===== config.mk =====
export PLATFORM = sky130hd
export DESIGN_NAME = ads127l01_acq_ctrl
export DESIGN_NICKNAME = d
export VERILOG_FILES = /design/src/rtl/ads127l01_acq_ctrl.sv
export SDC_FILE = /design/constraint.sdc
export NUM_CORES = 1
export LEC_CHECK = 0
export CORE_MARGIN = 1.5
export CORE_UTILIZATION = 55
export CTS_CLUSTER_DIAMETER = 30
export CTS_CLUSTER_SIZE = 24
export DETAILED_ROUTE_END_ITERATION = 12
export GPL_TIMING_DRIVEN = 1
export PLACE_DENSITY = 0.76
export SYNTH_ARGS = -nofsm -noshare
export SYNTH_HDL_FRONTEND = slang
export SYNTH_SLANG_ARGS = --single-unit

===== constraint.sdc =====
create_clock -name aclk -period 4.49 [get_ports aclk]
set_clock_uncertainty 0.05 [all_clocks]
set_input_delay 0.6735 -clock aclk [delete_from_list [all_inputs] [get_ports aclk]]
set_output_delay 0.6735 -clock aclk [all_outputs]
set_load 0.01 [all_outputs]

===== src/rtl/ads127l01_acq_ctrl.sv =====
// ads127l01_acq_ctrl
//   Start-up sequencer and frame-mode serial capture for an ADS127L01 ADC.
//   The sequencer pulses the ADC reset, waits for it to settle, then asserts
//   START. While running, 24-bit samples framed by FSYNC are shifted in MSB
//   first, sign-extended, and queued in a first-word-fall-through FIFO.
//
// Ports
//   aclk, areset        : system clock (rising edge), async active-high reset
//   enable              : acquisition enable; dropping it returns to IDLE
//   sck, dout, fsync    : ADC serial interface, asynchronous to aclk
//   adc_reset_n         : ADC reset pin (low in IDLE/RESET)
//   adc_start           : ADC START pin (high only in RUN)
//   rd_en               : pop the FIFO head (ignored when empty)
//   rd_data             : FIFO head, sign-extended to 32 bits, 0 when empty
//   rd_cnt              : number of words held in the FIFO
//   overflow, frame_err : sticky error flags, cleared by clr_flags
//   state               : IDLE=0, RESET=1, SETTLE=2, RUN=3
module ads127l01_acq_ctrl #(
  parameter int unsigned DEPTH      = 16,
  parameter int unsigned RST_CYC    = 64,
  parameter int unsigned SETTLE_CYC = 256
) (
  input  logic                   aclk,
  input  logic                   areset,
  input  logic                   enable,
  input  logic                   sck,
  input  logic                   dout,
  input  logic                   fsync,
  output logic                   adc_reset_n,
  output logic                   adc_start,
  input  logic                   rd_en,
  output logic [31:0]            rd_data,
  output logic [$clog2(DEPTH):0] rd_cnt,
  output logic                   overflow,
  output logic                   frame_err,
  input  logic                   clr_flags,
  output logic [1:0]             state
);

  localparam int unsigned AW      = $clog2(DEPTH);
  localparam int unsigned SEQ_MAX = (RST_CYC > SETTLE_CYC) ? RST_CYC : SETTLE_CYC;
  localparam int unsigned CW      = $clog2(SEQ_MAX + 1);

  typedef enum logic [1:0] {
    ST_IDLE   = 2'd0,
    ST_RESET  = 2'd1,
    ST_SETTLE = 2'd2,
    ST_RUN    = 2'd3
  } state_t;

  // ---------------------------------------------------------------------------
  // Input synchronizers. Bit [1] of each chain is the synchronized level;
  // bit [2] of sck/fsync is its one-cycle-delayed copy for edge detection.
  // dout has the same two-flop latency as sck, so it is stable when the
  // synchronized sck rise is seen.
  // ---------------------------------------------------------------------------
  logic [2:0] sck_q;
  logic [2:0] fsync_q;
  logic [1:0] dout_q;
  logic       sck_rise;
  logic       fsync_rise;
  logic       dout_s;

  always_ff @(posedge aclk or posedge areset) begin
    if (areset) begin
      sck_q   <= '0;
      fsync_q <= '0;
      dout_q  <= '0;
    end else begin
      sck_q   <= {sck_q[1:0], sck};
      fsync_q <= {fsync_q[1:0], fsync};
      dout_q  <= {dout_q[0], dout};
    end
  end

  assign sck_rise   = sck_q[1] & ~sck_q[2];
  assign fsync_rise = fsync_q[1] & ~fsync_q[2];
  assign dout_s     = dout_q[1];

  // ---------------------------------------------------------------------------
  // Start-up sequencer. Pin outputs are registered together with the state so
  // they change on exactly the same edge as the state they belong to.
  // ---------------------------------------------------------------------------
  state_t          st_q;
  logic [CW-1:0]   seq_cnt_q;
  logic            adc_reset_n_q;
  logic            adc_start_q;

  always_ff @(posedge aclk or posedge areset) begin
    if (areset) begin
      st_q          <= ST_IDLE;
      seq_cnt_q     <= '0;
      adc_reset_n_q <= 1'b0;
      adc_start_q   <= 1'b0;
    end else if (!enable) begin
      st_q          <= ST_IDLE;
      seq_cnt_q     <= '0;
      adc_reset_n_q <= 1'b0;
      adc_start_q   <= 1'b0;
    end else begin
      case (st_q)
        ST_IDLE: begin
          st_q      <= ST_RESET;
          seq_cnt_q <= '0;
        end
        ST_RESET: begin
          if (seq_cnt_q == CW'(RST_CYC - 1)) begin
            st_q          <= ST_SETTLE;
            seq_cnt_q     <= '0;
            adc_reset_n_q <= 1'b1;
          end else begin
            seq_cnt_q <= seq_cnt_q + CW'(1);
          end
        end
        ST_SETTLE: begin
          if (seq_cnt_q == CW'(SETTLE_CYC - 1)) begin
            st_q        <= ST_RUN;
            seq_cnt_q   <= '0;
            adc_start_q <= 1'b1;
          end else begin
            seq_cnt_q <= seq_cnt_q + CW'(1);
          end
        end
        ST_RUN: begin
          st_q <= ST_RUN;
        end
        default: begin
          st_q <= ST_IDLE;
        end
      endcase
    end
  end

  assign state       = st_q;
  assign adc_reset_n = adc_reset_n_q;
  assign adc_start   = adc_start_q;

  // ---------------------------------------------------------------------------
  // Frame capture. A frame closes itself after the 24th bit, so later sck
  // pulses are ignored until the next fsync. Capture is also abandoned in the
  // cycle enable drops, since the sequencer leaves RUN on the next edge.
  // ---------------------------------------------------------------------------
  logic        in_frame_q, in_frame_d;
  logic [4:0]  bit_cnt_q, bit_cnt_d;
  logic [23:0] shift_q, shift_d;
  logic        push_q, push_d;
  logic        ferr_evt;

  always_comb begin
    in_frame_d = in_frame_q;
    bit_cnt_d  = bit_cnt_q;
    shift_d    = shift_q;
    push_d     = 1'b0;
    ferr_evt   = 1'b0;
    if (st_q != ST_RUN || !enable) begin
      in_frame_d = 1'b0;
      bit_cnt_d  = '0;
    end else if (fsync_rise) begin
      // An open frame here means fewer than 24 bits arrived.
      ferr_evt   = in_frame_q;
      in_frame_d = 1'b1;
      bit_cnt_d  = '0;
      shift_d    = '0;
    end else if (sck_rise && in_frame_q) begin
      shift_d   = {shift_q[22:0], dout_s};
      bit_cnt_d = bit_cnt_q + 5'd1;
      if (bit_cnt_q == 5'd23) begin
        in_frame_d = 1'b0;
        push_d     = 1'b1;
      end
    end
  end

  always_ff @(posedge aclk or posedge areset) begin
    if (areset) begin
      in_frame_q <= 1'b0;
      bit_cnt_q  <= '0;
      shift_q    <= '0;
      push_q     <= 1'b0;
    end else begin
      in_frame_q <= in_frame_d;
      bit_cnt_q  <= bit_cnt_d;
      shift_q    <= shift_d;
      push_q     <= push_d;
    end
  end

  // ---------------------------------------------------------------------------
  // FWFT sample FIFO. A pop frees a slot in the same cycle, so a push into a
  // full FIFO with a simultaneous pop is accepted and does not overflow.
  // ---------------------------------------------------------------------------
  logic [23:0]   mem_q [DEPTH];
  logic [AW-1:0] wr_ptr_q, wr_ptr_d;
  logic [AW-1:0] rd_ptr_q, rd_ptr_d;
  logic [AW:0]   cnt_q, cnt_d;
  logic          full;
  logic          do_push;
  logic          do_pop;
  logic          ovf_evt;
  logic          overflow_q, overflow_d;
  logic          frame_err_q, frame_err_d;
  logic [23:0]   head;

  assign full    = (cnt_q == (AW + 1)'(DEPTH));
  assign do_pop  = rd_en && (cnt_q != '0);
  assign do_push = push_q && (!full || do_pop);
  assign ovf_evt = push_q && full && !do_pop;

  always_comb begin
    wr_ptr_d    = wr_ptr_q;
    rd_ptr_d    = rd_ptr_q;
    cnt_d       = cnt_q;
    overflow_d  = overflow_q;
    frame_err_d = frame_err_q;
    if (do_push) begin
      wr_ptr_d = wr_ptr_q + AW'(1);
    end
    if (do_pop) begin
      rd_ptr_d = rd_ptr_q + AW'(1);
    end
    if (do_push && !do_pop) begin
      cnt_d = cnt_q + (AW + 1)'(1);
    end else if (do_pop && !do_push) begin
      cnt_d = cnt_q - (AW + 1)'(1);
    end
    // Set events take priority over a same-cycle clear.
    if (clr_flags) begin
      overflow_d  = 1'b0;
      frame_err_d = 1'b0;
    end
    if (ovf_evt) begin
      overflow_d = 1'b1;
    end
    if (ferr_evt) begin
      frame_err_d = 1'b1;
    end
  end

  always_ff @(posedge aclk or posedge areset) begin
    if (areset) begin
      wr_ptr_q    <= '0;
      rd_ptr_q    <= '0;
      cnt_q       <= '0;
      overflow_q  <= 1'b0;
      frame_err_q <= 1'b0;
    end else begin
      wr_ptr_q    <= wr_ptr_d;
      rd_ptr_q    <= rd_ptr_d;
      cnt_q       <= cnt_d;
      overflow_q  <= overflow_d;
      frame_err_q <= frame_err_d;
    end
  end

  // Storage needs no reset: rd_cnt gates every read.
  always_ff @(posedge aclk) begin
    if (do_push) begin
      mem_q[wr_ptr_q] <= shift_q;
    end
  end

  assign head      = mem_q[rd_ptr_q];
  assign rd_data   = (cnt_q != '0) ? {{8{head[23]}}, head} : '0;
  assign rd_cnt    = cnt_q;
  assign overflow  = overflow_q;
  assign frame_err = frame_err_q;

endmodule


Yosys cells after proc, flatten, opt, wreduce, memory -nomap -nowiden
Memory sizes are Yosys's and may differ from the RTL's.
Cells that the tools add are included.
{"block": "word_totals", "input_bits": 8, "word_cells": 106, "reg_bits": 67, "out_inout_bits": 43, "ramBits": 384, "n_memories": 1}
{"block": "classes", "n_addsub": 6, "muxes": 37, "n_eq_ne": 15, "bitwise": 5, "n_reduce_logical": 26}
{"memory": "mem_q", "depth": 16, "width": 24, "read_ports": 1, "rd_clocked_by_memory_dff": 0, "write_ports": 1, "line": "192", "source": "logic [23:0] mem_q [DEPTH];"}
{"op": "two-way mux 24 bit", "count": 2}
{"op": "two-way mux 32 bit", "count": 1}
{"op": "two-way mux 9 bit", "count": 3}
{"op": "case mux 9 bit (3 select lines)", "count": 1}
{"op": "two-way mux 5 bit", "count": 5}
{"op": "two-way mux 1 bit", "count": 21}
{"op": "adder 5 x 1 -> 5 bit (second input constant)", "count": 2}
{"op": "equality test 5 bit (second input constant)", "count": 2}
{"op": "AND reduction 2 bit", "count": 5}
{"op": "adder 9 x 1 -> 9 bit (second input constant)", "count": 1}
{"op": "equality test 9 x 6 -> 1 bit (second input constant)", "count": 1}
{"op": "equality test 9 x 8 -> 1 bit (second input constant)", "count": 1}
{"op": "adder 4 x 1 -> 4 bit (second input constant)", "count": 2}
{"op": "inequality test 2 x 1 -> 1 bit (second input constant)", "count": 4}
{"op": "case mux 2 bit (4 select lines)", "count": 1}
{"op": "nonzero test 2 bit", "count": 4}
{"op": "logical AND 1 bit", "count": 7}
{"op": "two-way mux 2 bit", "count": 3}
{"op": "inequality test 3 bit (second input constant)", "count": 2}
{"op": "nonzero test 3 bit", "count": 2}
{"op": "nonzero test 5 bit", "count": 1}
{"op": "subtractor 5 x 1 -> 5 bit (second input constant)", "count": 1}
{"op": "equality test 2 bit (second input constant)", "count": 2}
{"op": "logical NOT 1 bit", "count": 4}
{"op": "other kinds (7)", "count": 11}

Longest topological paths before layout
Gate-level depths: netlist of the first run.
{"block": "depth", "word_depth": 8, "ltp_mapped": 12, "mapped_depth_nobuf": 11}

Least setup slack after synthesis of the first run
Ideal clock, no wire load.
{"block": "synth_path", "path_type": "in2reg", "start": "input rd_en", "end": "memory mem_q[7][0], enable pin", "path_buffers": 0, "arrival_time_ns": 2.929, "slack_ns": 1.071, "setup_ns": 0.440, "required_time_ns": 4.000, "cell_stages": 5, "path_cell_list": "nand3b_1 nand2_1 inv_2 nand2_1 nor3b_1"}
{"block": "synth_between", "elab_chain_len": 5}
{"element": "from (decl)", "line": "31", "source": "input logic rd_en,"}
{"element": "logical AND 1 bit", "line": "205", "source": "assign do_pop = rd_en && (cnt_q != '0);"}
{"element": "logical OR 1 bit", "line": "206", "source": "assign do_push = push_q && (!full || do_pop);"}
{"element": "logical AND 1 bit", "line": "206"}
{"element": "via do_push", "line": "197", "source": "logic do_push;"}
{"element": "two-way mux 1 bit", "line": "257", "source": "if (do_push) begin"}
{"element": "two-way mux 1 bit (implied by the code)", "line": "258", "source": "mem_q[wr_ptr_q] <= shift_q;"}
{"element": "to (decl)", "line": "192"}
The timed path passes the listed nets, and every way through them passes these cells.

Worst setup path in the final report of the first run
{"block": "layout_path", "start": "register cnt_q[0] (netlist: rd_cnt[0])", "end": "output rd_data[22]"}
{"block": "layout_between", "elab_chain_len": 2}
{"element": "from (decl)", "line": "195", "source": "logic [AW:0] cnt_q, cnt_d;"}
{"element": "from (signal assigned)", "line": "249", "source": "cnt_q <= cnt_d;"}
{"element": "nonzero test 5 bit", "line": "263", "source": "assign rd_data = (cnt_q != '0) ? {{8{head[23]}}, head} : '0;"}
{"element": "two-way mux 32 bit", "line": "263"}
{"element": "to (decl)", "line": "32", "source": "output logic [31:0] rd_data,"}
Every way passes these cells.

==> summary.md, run 1 <==
| Metric | Value |
|---|---|
| Most frequent cell after synthesis | `edfxtp_1` |
| Synthesized area per cell | `~20 um2` |
| Die W | `~180 um` |
| P_leak | `roughly 8 nW` |
| Max Freq | `roughly 0.26 GHz` |
| Vias per inst | `between 6 and 7` |
| Final hold vios | `0` |
| Hold_sp | `fsync_q[0]` |
| Worst setup path start | `rd_cnt[0]` |
| Die ar. | `33200 um2` |
| Worst skew pair latency | `0.58 ns` |
| Mapped Area | `roughly 18000 um2` |
| Largest net degree at the start of global routing | `36` |
| DR iter-0 viols | `~860` |
| Final ANT Viol Nets | `0` |
| Site row count | `between 60 and 70` |
| WL/cell | `between 20 and 30 um` |
| Seq/Total Area, Yosys | `0.748` |
| Status | `finished, final reports clean` |
| Area grow syn2layout | `21.5%` |
| DRC Markers | `0` |
| CP arrival | `3.18 ns` |
| EDFF count, synth | `384` |
| Most frequent cells after synthesis | `edfxtp_1 (384), mux4_2 (96), dfrtp_1 (67)` |
| Worst hold slack | `~0.30 ns` |
| CTS root buffer | `clkbuf_16` |
| Critical Path Start Type | `register` |
| CP Class | `register to primary output` |
| FF-to-FF setup slack | `1.56 ns` |
| RSZ-0062 raised after global routing | `false` |
| Clk slew on worst S/H paths | `0.05 ns` |
| Post-Route WL | `about 38000 um` |
| Final nets | `between 1k and 1.5k` |
| Synthesis warning total | `0` |
| Core area | `approximately 32000 um2` |
| Vias in the first global route | `between 9k and 10k` |
| Int Pwr | `between 9 and 10 mW` |
| Die Ht | `about 180 um` |
| Crit Path Max Fanout | `15` |
| Layout cells sized above 1 | `0.262` |
| Worst Reg-to-Reg Cells | `10` |
| Worst hold path type | `register to register` |
| Hold endpoint | `fsync_q[1]` |
| CTS tree | `done` |
| Via count | `just under 9k` |
| Required @ worst endpoint | `3.77 ns` |
| Synth Flop Type | `edfxtp_1` |
| Synth area leader | `edfxtp_1` |
| Switching Share | `0.256` |
| Post-DP HPWL | `roughly 19000 um` |
| Synthesized Nets | `about 890` |
| Worst R2R End | `rd_cnt[4]` |
| I/O Pins | `just over 50` |
| Pwr dens | `approximately 580 nW/um2` |
| Synth top area share | `0.653` |
| Clock Power Share | `0.493` |
| Post-synthesis register bit count | `around 450` |
| Flop pwr share | `0.377` |
| Hold depth | `0` |
| Post-Syn Instances | `~870` |
| CP endpoint kind | `primary output` |
| PortBufs | `50` |
| Maxcap violations | `0` |
| N_diodes | `0` |
| 1st-pass router iterations | `5` |
| Reg-to-Reg Start | `rd_cnt[0]` |
| Clock sinks | `between 400 and 500` |
| Final setup viols | `0` |
| Worst-Margin Slew | `between 1 and 1.5 ns` |
| Top post-synthesis cells by area | `edfxtp_1 (65%), mux4_2 (12%), dfrtp_1 (9.5%), mux2i_1 (3.0%), ha_1 (1.2%)` |
| CTS Buf Count | `78` |
| CTS Buffer Depth | `3` |
| Switching pwr | `3.19 mW` |
| Initial Util | `0.560` |
| Antenna violations before repair | `0` |
| Tcrit/Tclk final | `0.869` |
| Setup bufs post-CTS | `0` |
| Post-synth ARST share | `0.149` |
| Post_cts resized | `0` |
| Grt ovf | `0` |
| Gpl congestion | `roughly 0.73` |
| H-tree levels | `3` |
| Max-slew violations | `0` |
| Max_slew headroom | `0.204` |
| GRT Overall Usage | `0.241` |
| Combinational share of power | `0.130` |
| CTS Hold Buffers Added | `0` |
| First-pass GRT wire length | `58100 um` |
| Yosys cell types | `between 40 and 50` |
| Final Critical Period | `3.90 ns` |
| Setup_tns | `0 ns` |
| Worst vdd ir | `421 uV` |
registers in the layout (all words and copies together) (netlist names):
| name | cells |
|---|---|
| wr_ptr_q | 4 |
| push_q | 1 |
| seq_cnt_q | 9 |
| rd_ptr_q | 4 |
| state | 2 |
| fsync_q | 3 |
| mem_q | 384 |
| adc_start | 1 |
| sck_q | 3 |
| rd_cnt | 5 |
| in_frame_q | 1 |
| adc_reset_n | 1 |
| overflow | 1 |
| bit_cnt_q | 5 |
| frame_err | 1 |
| dout_q | 2 |
| shift_q | 24 |
power groups by stage:
stage / logic (mW) / registers (mW) / clock network (mW)
after detailed placement: 1.63 / 4.78 / 0
final: 1.62 / 4.70 / 6.13
after global placement: 1.62 / 4.77 / 0
after floorplan: 1.26 / 4.69 / 0
after global routing: 1.73 / 4.71 / 6.41
after CTS: 1.65 / 4.70 / 6.20
cells in the final DEF, fill, tap and decap left out, types with 9 or more instances in the layout:
cell | netlist | layout
o22ai_1 | 27 | 27
clkinv_2 | 0 | 10
ha_1 | 17 | 17
edfxtp_1 | 384 | 384
dfrtp_1 | 67 | 64
buf_4 | 8 | 25
a22o_1 | 24 | 24
bufinv_16 | 0 | 11
mux2i_1 | 53 | 53
inv_1 | 17 | 16
nand2_1 | 22 | 22
mux4_2 | 96 | 96
clkbuf_16 | 0 | 78
nor2_1 | 14 | 13
clkdlybuf4s50_1 | 0 | 50
o21ai_0 | 9 | 9
area by class of cell:
| class | instances | area, um2 |
|---|---|---|
| Timing Repair Buffer | 80 | 788 |
| Multi-Input combinational cell | 348 | 4130 |
| Clock buffer | 90 | 2040 |
| Sequential cell | 451 | 13200 |
| Inverter | 18 | 67.6 |
| Fill cell | 1910 | 10100 |
| Tap cell | 402 | 503 |
| Clock inverter | 55 | 718 |
worst max-delay path by stage:
stage,slack (ns),endpoint,cells after the start
finish,0.59,rd_data[22],6
global route,0.42,rd_data[29],5
CTS,0.55,rd_data[13],5
detailed placement,1.18,rd_data[13],5
global placement,1.19,rd_data[13],5
floorplan,1.07,mem_q[7][0],5
cell families after synthesis:
kind of cell,count (synthesis),share of synthesized area
and+or+nand+nor,87,0.0274
muxes,150,0.153
xor gates and xnor gates,14,0.00694
DFF,451,0.748
buffers and inverters,67,0.0196
adders and majority gates,18,0.0132
AOI/OAI and AO/OA,79,0.0317
worst max-delay path, stage by stage (launching register included):
cell	delay, ns
dfrtp_1	0.43
nor4_2	0.36
nand2b_1	0.22
nand2b_1	0.51
buf_4	0.41
o22ai_1	0.16
clkdlybuf4s50_1	0.51
routing by layer:
layer	global-route usage	part of all wire
met4	0.0952	0.026
met1	0.321	0.39
met3	0.0465	0.077
met2	0.399	0.51
met5	0	0
stage by stage:
step	utilization	power [mW]	area [um2]	instances	worst slack (ns)
5_1_grt	0.680	12.8	21500	1444	0.416
6_report	0.680	12.4	21500	1444	0.588
2_1_floorplan	-	5.95	17700	866	1.07
3_5_place_dp	0.593	6.41	18700	1299	1.18
3_3_place_gp	0.593	6.39	18700	1299	1.19
4_1_cts	0.680	12.5	21500	1444	0.555
Power figures use the tool's default switching activity.
==> run 2: changes to the inputs <==
- CORE_MARGIN: 1.5 -> 2
==> run 2 against run 1 <==
  * Maximum frequency shrank 3.0%
  * Largest cell class unchanged
  * Cell count unchanged
  * Final area shrank 0.22%
  * Flip-flop and latch count stayed put
  * Sequential share of layout area up 0.14 points
  * Critical endpoint is now rd_data[27]
  * Critical path type unchanged
  * Sequential power up 4.5%
  * Clock power is 1% lower
  * Utilization shrank 0.15 points
  * First-iteration DRC count is 8.9% lower
==> summary.md, run 2 (same netlist as run 1, synthesis figures left out) <==
| Metric | Value |
|---|---|
| Post-Route WL | `38100 um` |
| CP cell instances | `mux4_2 -> mux2i_1 -> o22ai_1 -> clkdlybuf4s50_1` |
| Die Ht | `about 180 um` |
| Crit Path Max Fanout | `56` |
| Multi-input gate area | `~4100 um2` |
| Commonest non-fill, non-tap cell in the layout | `edfxtp_1` |
| CP Class | `register to primary output` |
| Worst skew pair latency | `around 0.57 ns` |
| Die ar. | `about 34000 um2` |
| Hold_sp | `dout_q[0]` |
| Antenna violations before repair | `0` |
| 1st-pass router iterations | `5` |
| CP arrival | `3.30 ns` |
| Setup_tns | `0 ns` |
| Most frequent cells in the layout | `edfxtp_1 (384), mux4_2 (96), clkbuf_16 (83)` |
| Grt ovf | `0` |
| Worst vdd ir | `slightly above 400 uV` |
| Worst hold path type | `register to register` |
| Max_slew headroom | `0.224` |
| Pwr Total | `between 10 and 15 mW` |
| RSZ-0062 raised after global routing | `false` |
| FF-to-FF setup slack | `~1.7 ns` |
| Vias per inst | `slightly above 6` |
| Fill cell count | `1906` |
| DRC Markers | `0` |
| Critical Path Start Type | `register` |
| Core area | `between 30000 and 40000 um2` |
| Worst-Margin Slew | `about 1.2 ns` |
| Final setup viols | `0` |
| I/O Pins | `51` |
| Max reg flops | `384` |
| Initial Util | `0.560` |
| Post-DP HPWL | `17700 um` |
| Status | `finished, final reports clean` |
| CP endpoint kind | `primary output` |
| DR iter-0 viols | `slightly below 800` |
| P_leak | `approximately 8.0 nW` |
| Final Instance Count excl. Fillers | `1444` |
| Die W | `between 150 and 200 um` |
| Setup bufs post-CTS | `0` |
| N_diodes | `0` |
| CTS root buffer | `clkbuf_16` |
| Final Critical Period | `4.02 ns` |
| Required @ worst endpoint | `about 3.8 ns` |
| Final hold vios | `0` |
| CTS Hold Buffers Added | `0` |
| Pwr dens | `approximately 580 nW/um2` |
| Worst setup path start | `rd_ptr_q[1]` |
| Clock sinks | `between 400 and 500` |
| Final ANT Viol Nets | `0` |
| Max Freq | `roughly 0.25 GHz` |
| Crit path buf inv count | `1` |
| Via count | `8781` |
| Max-slew violations | `0` |
| Site row count | `65` |
| Tcrit/Tclk final | `0.896` |
| CTS Buf Count | `slightly above 80` |
| Placed cells | `1295` |
| Area grow syn2layout | `21.2%` |
| WL/cell | `between 20 and 30 um` |
| Vias in the first global route | `slightly below 10k` |
| Register area | `13200 um2` |
| Largest Register | `mem_q` |
| Final nets | `between 1k and 1.5k` |
| Worst path slowest cell | `dfrtp_4` |
| PortBufs | `50` |
| Post_cts resized | `0` |
| Largest regs | `mem_q: 384 flops, shift_q: 24 flops, seq_cnt_q: 9 flops` |
| Maxcap violations | `0` |
| CTS Buffer Depth | `3` |
| Slowest stage delay, CP | `slightly below 1 ns` |
| Clk slew on worst S/H paths | `0.05 ns` |
| Delay-heaviest family, CP | `flip-flops` |
| GRT Overall Usage | `0.238` |
| CTS tree | `done` |
| Largest net degree at the start of global routing | `57` |
| H-tree levels | `3` |
| Reg-to-Reg Start | `rd_cnt[0]` |
| Layout cells sized above 1 | `0.265` |
| First-pass GRT wire length | `58500 um` |
| Gpl congestion | `between 0.7 and 0.8` |
[run 2: cell count changes in the layout (fill, tap and decap cells not counted), moves of 3 or more]
cell	delta
clkbuf_8	-3
clkbuf_16	+5
bufinv_16	-3
clkinv_4	-4
inv_16	-6
clkinv_2	+4
inv_6	+8
[run 2: through the flow]
stage                      util  hold slack (ns)  area (um2)  worst slack [ns]
after floorplan               -            0.281       17700              1.07
after global placement    0.591            0.284       18600              1.05
after detailed placement  0.591            0.286       18600              1.06
after CTS                 0.679            0.303       21400             0.430
after global routing      0.679            0.314       21400             0.292
final                     0.679            0.299       21400             0.465
[run 2: worst register-to-register path, cell delays in order (launching register included)]
cell      delay [ns]
dfrtp_1         0.44
nor4_2          0.34
nand2b_1        0.19
nand2_1         0.24
ha_1            0.26
inv_1           0.11
ha_1            0.33
a21o_1          0.19
a21oi_1         0.18
mux2i_1         0.24
xnor2_1         0.13
[run 2: metal layers]
layer  routed length (um)  GRT usage  share of wire
met5                    0          0              0
met4                 1110     0.0950          0.029
met3                 2720     0.0524          0.071
met2                19500      0.394           0.51
met1                14700      0.312           0.39
[run 2: area by class of cell]
type                    instances  area share
clock inverters                59      0.0303
inverters                      18     0.00316
clock buffers                  90      0.0987
well taps                     402      0.0235
multi-input cells             348       0.193
repair buffers                 76      0.0342
flip-flops and latches        451       0.617
[run 2: path summary, 6_finish.rpt]
kind / end / depth (start not counted)
setup / recovery: rd_data[27] / 4
hold / removal: dout_q[1] / 0
setup reg to reg: rd_cnt[4] / 10
hold reg to reg: dout_q[1] / 0
max in group asynchronous: rd_ptr_q[1] / 3
min in group asynchronous: seq_cnt_q[0] / 2
[run 2: report_power, final]
group          internal (mW)  switching [mW]  leakage [nW]
Combinational          0.736           0.671          1.77
Sequential              4.55           0.357          4.89
Clock                   3.92            2.15          1.35
Total                   9.21            3.17          8.01
==> run 3: changes to the inputs <==
- CORE_UTILIZATION: 55 -> 45
- PLACE_DENSITY: 0.76 -> 0.65
==> run 3 against run 2 <==
  * Die area increased by 22%
  * First-iteration DRC count shrank 4.7%
  * Wire length shrank 4.5%
  * Maximum frequency increased by 5.2%
  * Flip-flop and latch count unchanged
  * Combinational power grew 9.9%
  * Largest cell class unchanged
  * Worst hold slack got worse by 0.0013 ns
  * Count of clock-buffer cells in the layout is 23 higher
  * Total power increased by 4.0%
  * Via count is 0.55% lower
  * Utilization down 11 points
  * Sequential share of layout area is 1.3 points lower
==> summary.md, run 3 (same netlist as run 1, synthesis figures left out) <==
| Metric | Value |
|---|---|
| Status | `finished, final reports clean` |
| Layout cells sized above 1 | `0.257` |
| Site row count | `72` |
| DR iter-0 viols | `750` |
| Max Freq | `between 0.2 and 0.3 GHz` |
| Die W | `around 200 um` |
| Worst path slowest cell | `dfrtp_4` |
| Via count | `a little under 9k` |
| H-tree levels | `3` |
| CTS Hold Buffers Added | `0` |
| CTS tree | `done` |
| Antenna violations before repair | `0` |
| Setup_tns | `0 ns` |
| CP cell instances | `buf_12 -> mux4_2 -> mux2i_1 -> o22ai_1 -> clkdlybuf4s50_1` |
| Switching Share | `0.246` |
| Switching pwr | `between 3 and 4 mW` |
| Die Ht | `202 um` |
| Grt ovf | `0` |
| Final Critical Period | `about 3.8 ns` |
| Flop pwr share | `0.373` |
| Max reg flops | `roughly 380` |
| Maxcap violations | `0` |
| GRT Overall Usage | `0.184` |
| Final hold vios | `0` |
| Largest Register | `mem_q` |
| Met2 wire length | `about 18000 um` |
| Setup bufs post-CTS | `0` |
| Largest net degree at the start of global routing | `between 40 and 50` |
| Clock Power Share | `0.507` |
| Worst hold path type | `register to register` |
| Worst-Margin Slew | `~1.1 ns` |
| Worst skew pair latency | `0.60 ns` |
| Slowest stage delay, CP | `about 0.71 ns` |
| Commonest non-fill, non-tap cell in the layout | `edfxtp_1` |
| WL met1 | `between 15000 and 20000 um` |
| Max_slew headroom | `0.297` |
| Area grow syn2layout | `23.8%` |
| P_leak | `8.13 nW` |
| CTS Buffer Depth | `3` |
| CTS Buf Count | `just under 90` |
| Delay-heaviest family, CP | `buffers and inverters` |
| Worst vdd ir | `around 470 uV` |
| Most frequent cells in the layout | `edfxtp_1 (384), mux4_2 (96), clkbuf_16 (88)` |
| PortBufs | `50` |
| Max-slew violations | `0` |
| Crit Path Max Fanout | `38` |
| Met3 Routed Length | `about 2200 um` |
| I/O Pins | `51` |
| Vias in the first global route | `slightly above 9k` |
| Post-DP HPWL | `approximately 18000 um` |
| 1st-pass router iterations | `5` |
| DRC Markers | `0` |
| N_diodes | `0` |
| Gpl congestion | `approximately 0.75` |
| Clk slew on worst S/H paths | `0.05 ns` |
| Required @ worst endpoint | `3.77 ns` |
| RSZ-0062 raised after global routing | `false` |
| Final setup viols | `0` |
| Crit path buf inv count | `2` |
| First-pass GRT wire length | `approximately 56000 um` |
| Vias per inst | `5.54` |
| CP arrival | `3.10 ns` |
| Post_cts resized | `0` |
| Critical Path Start Type | `register` |
| Pwr dens | `~600 nW/um2` |
| Int Pwr | `slightly below 10 mW` |
| CP Class | `register to primary output` |
| Initial Util | `0.457` |
| Clock sinks | `~450` |
| CTS root buffer | `clkbuf_16` |
| WL/cell | `roughly 23 um` |
| Die ar. | `between 40000 and 50000 um2` |
| Top routing layer in use | `met4` |
| Final nets | `a little over 1k` |
| Combinational share of power | `0.120` |
| Largest regs | `mem_q: 384 flops, shift_q: 24 flops, seq_cnt_q: 9 flops` |
| Final ANT Viol Nets | `0` |
| CP endpoint kind | `primary output` |
| Post-Route WL | `36400 um` |
| Final core occ | `0.565` |
| Core area | `38600 um2` |
| Tcrit/Tclk final | `0.852` |
==> run 3: changes by cell type in the layout (fill, tap and decap cells not counted), moves of 4 or more <==
cell,delta
clkbuf_16,+5
clkinv_1,+5
bufinv_16,+4
clkbuf_1,+14
clkinv_2,-5
inv_6,-13
clkbuf_8,+4
==> run 3: per-stage QoR <==
stage | total power, mW | worst slack (ns) | hold WS, ns | area (um2) | instances
2_1_floorplan | 5.95 | 1.07 | 0.281 | 17700 | 866
3_3_place_gp | 6.44 | 1.21 | 0.283 | 18800 | 1413
3_5_place_dp | 6.45 | 1.24 | 0.288 | 18800 | 1413
4_1_cts | 13.0 | 0.555 | 0.298 | 21900 | 1575
5_1_grt | 13.3 | 0.440 | 0.308 | 21900 | 1575
6_report | 12.9 | 0.663 | 0.298 | 21900 | 1575
==> run 3: per-layer routing <==
metal / up-vias / track usage
li1: 3797 / -
met2: 288 / 0.291
met5: - / 0
met3: 53 / 0.0424
met1: 4595 / 0.258
met4: 0 / 0.0568
==> run 3: area by class of cell <==
type	instances	area (um2)
well taps	518	648
inverters	18	68.8
multi-input cells	348	4130
flip-flops and latches	451	13200
fillers	2877	16800
clock inverters	49	698
clock buffers	113	2350
repair buffers	78	748
==> run 3: worst paths after layout <==
| kind | startpoint | end | slack, ns | cells after the start |
|---|---|---|---|---|
| setup / recovery | rd_ptr_q[0] | rd_data[11] | 0.66 | 5 |
| hold / removal | sck_q[0] | sck_q[1] | 0.30 | 0 |
| setup reg to reg | rd_cnt[0] | rd_cnt[4] | 1.66 | 10 |
| hold reg to reg | sck_q[0] | sck_q[1] | 0.30 | 0 |
| max in group asynchronous | areset | shift_q[15] | 3.01 | 3 |
| min in group asynchronous | areset | seq_cnt_q[1] | 0.52 | 2 |
==> run 3: power groups by stage <==
stage          logic (mW)  clock network, mW  registers, mW
6_report             1.55               6.53           4.80
5_1_grt              1.68               6.85           4.82
4_1_cts              1.58               6.62           4.81
3_5_place_dp         1.57                  0           4.88
3_3_place_gp         1.56                  0           4.88
2_1_floorplan        1.26                  0           4.69
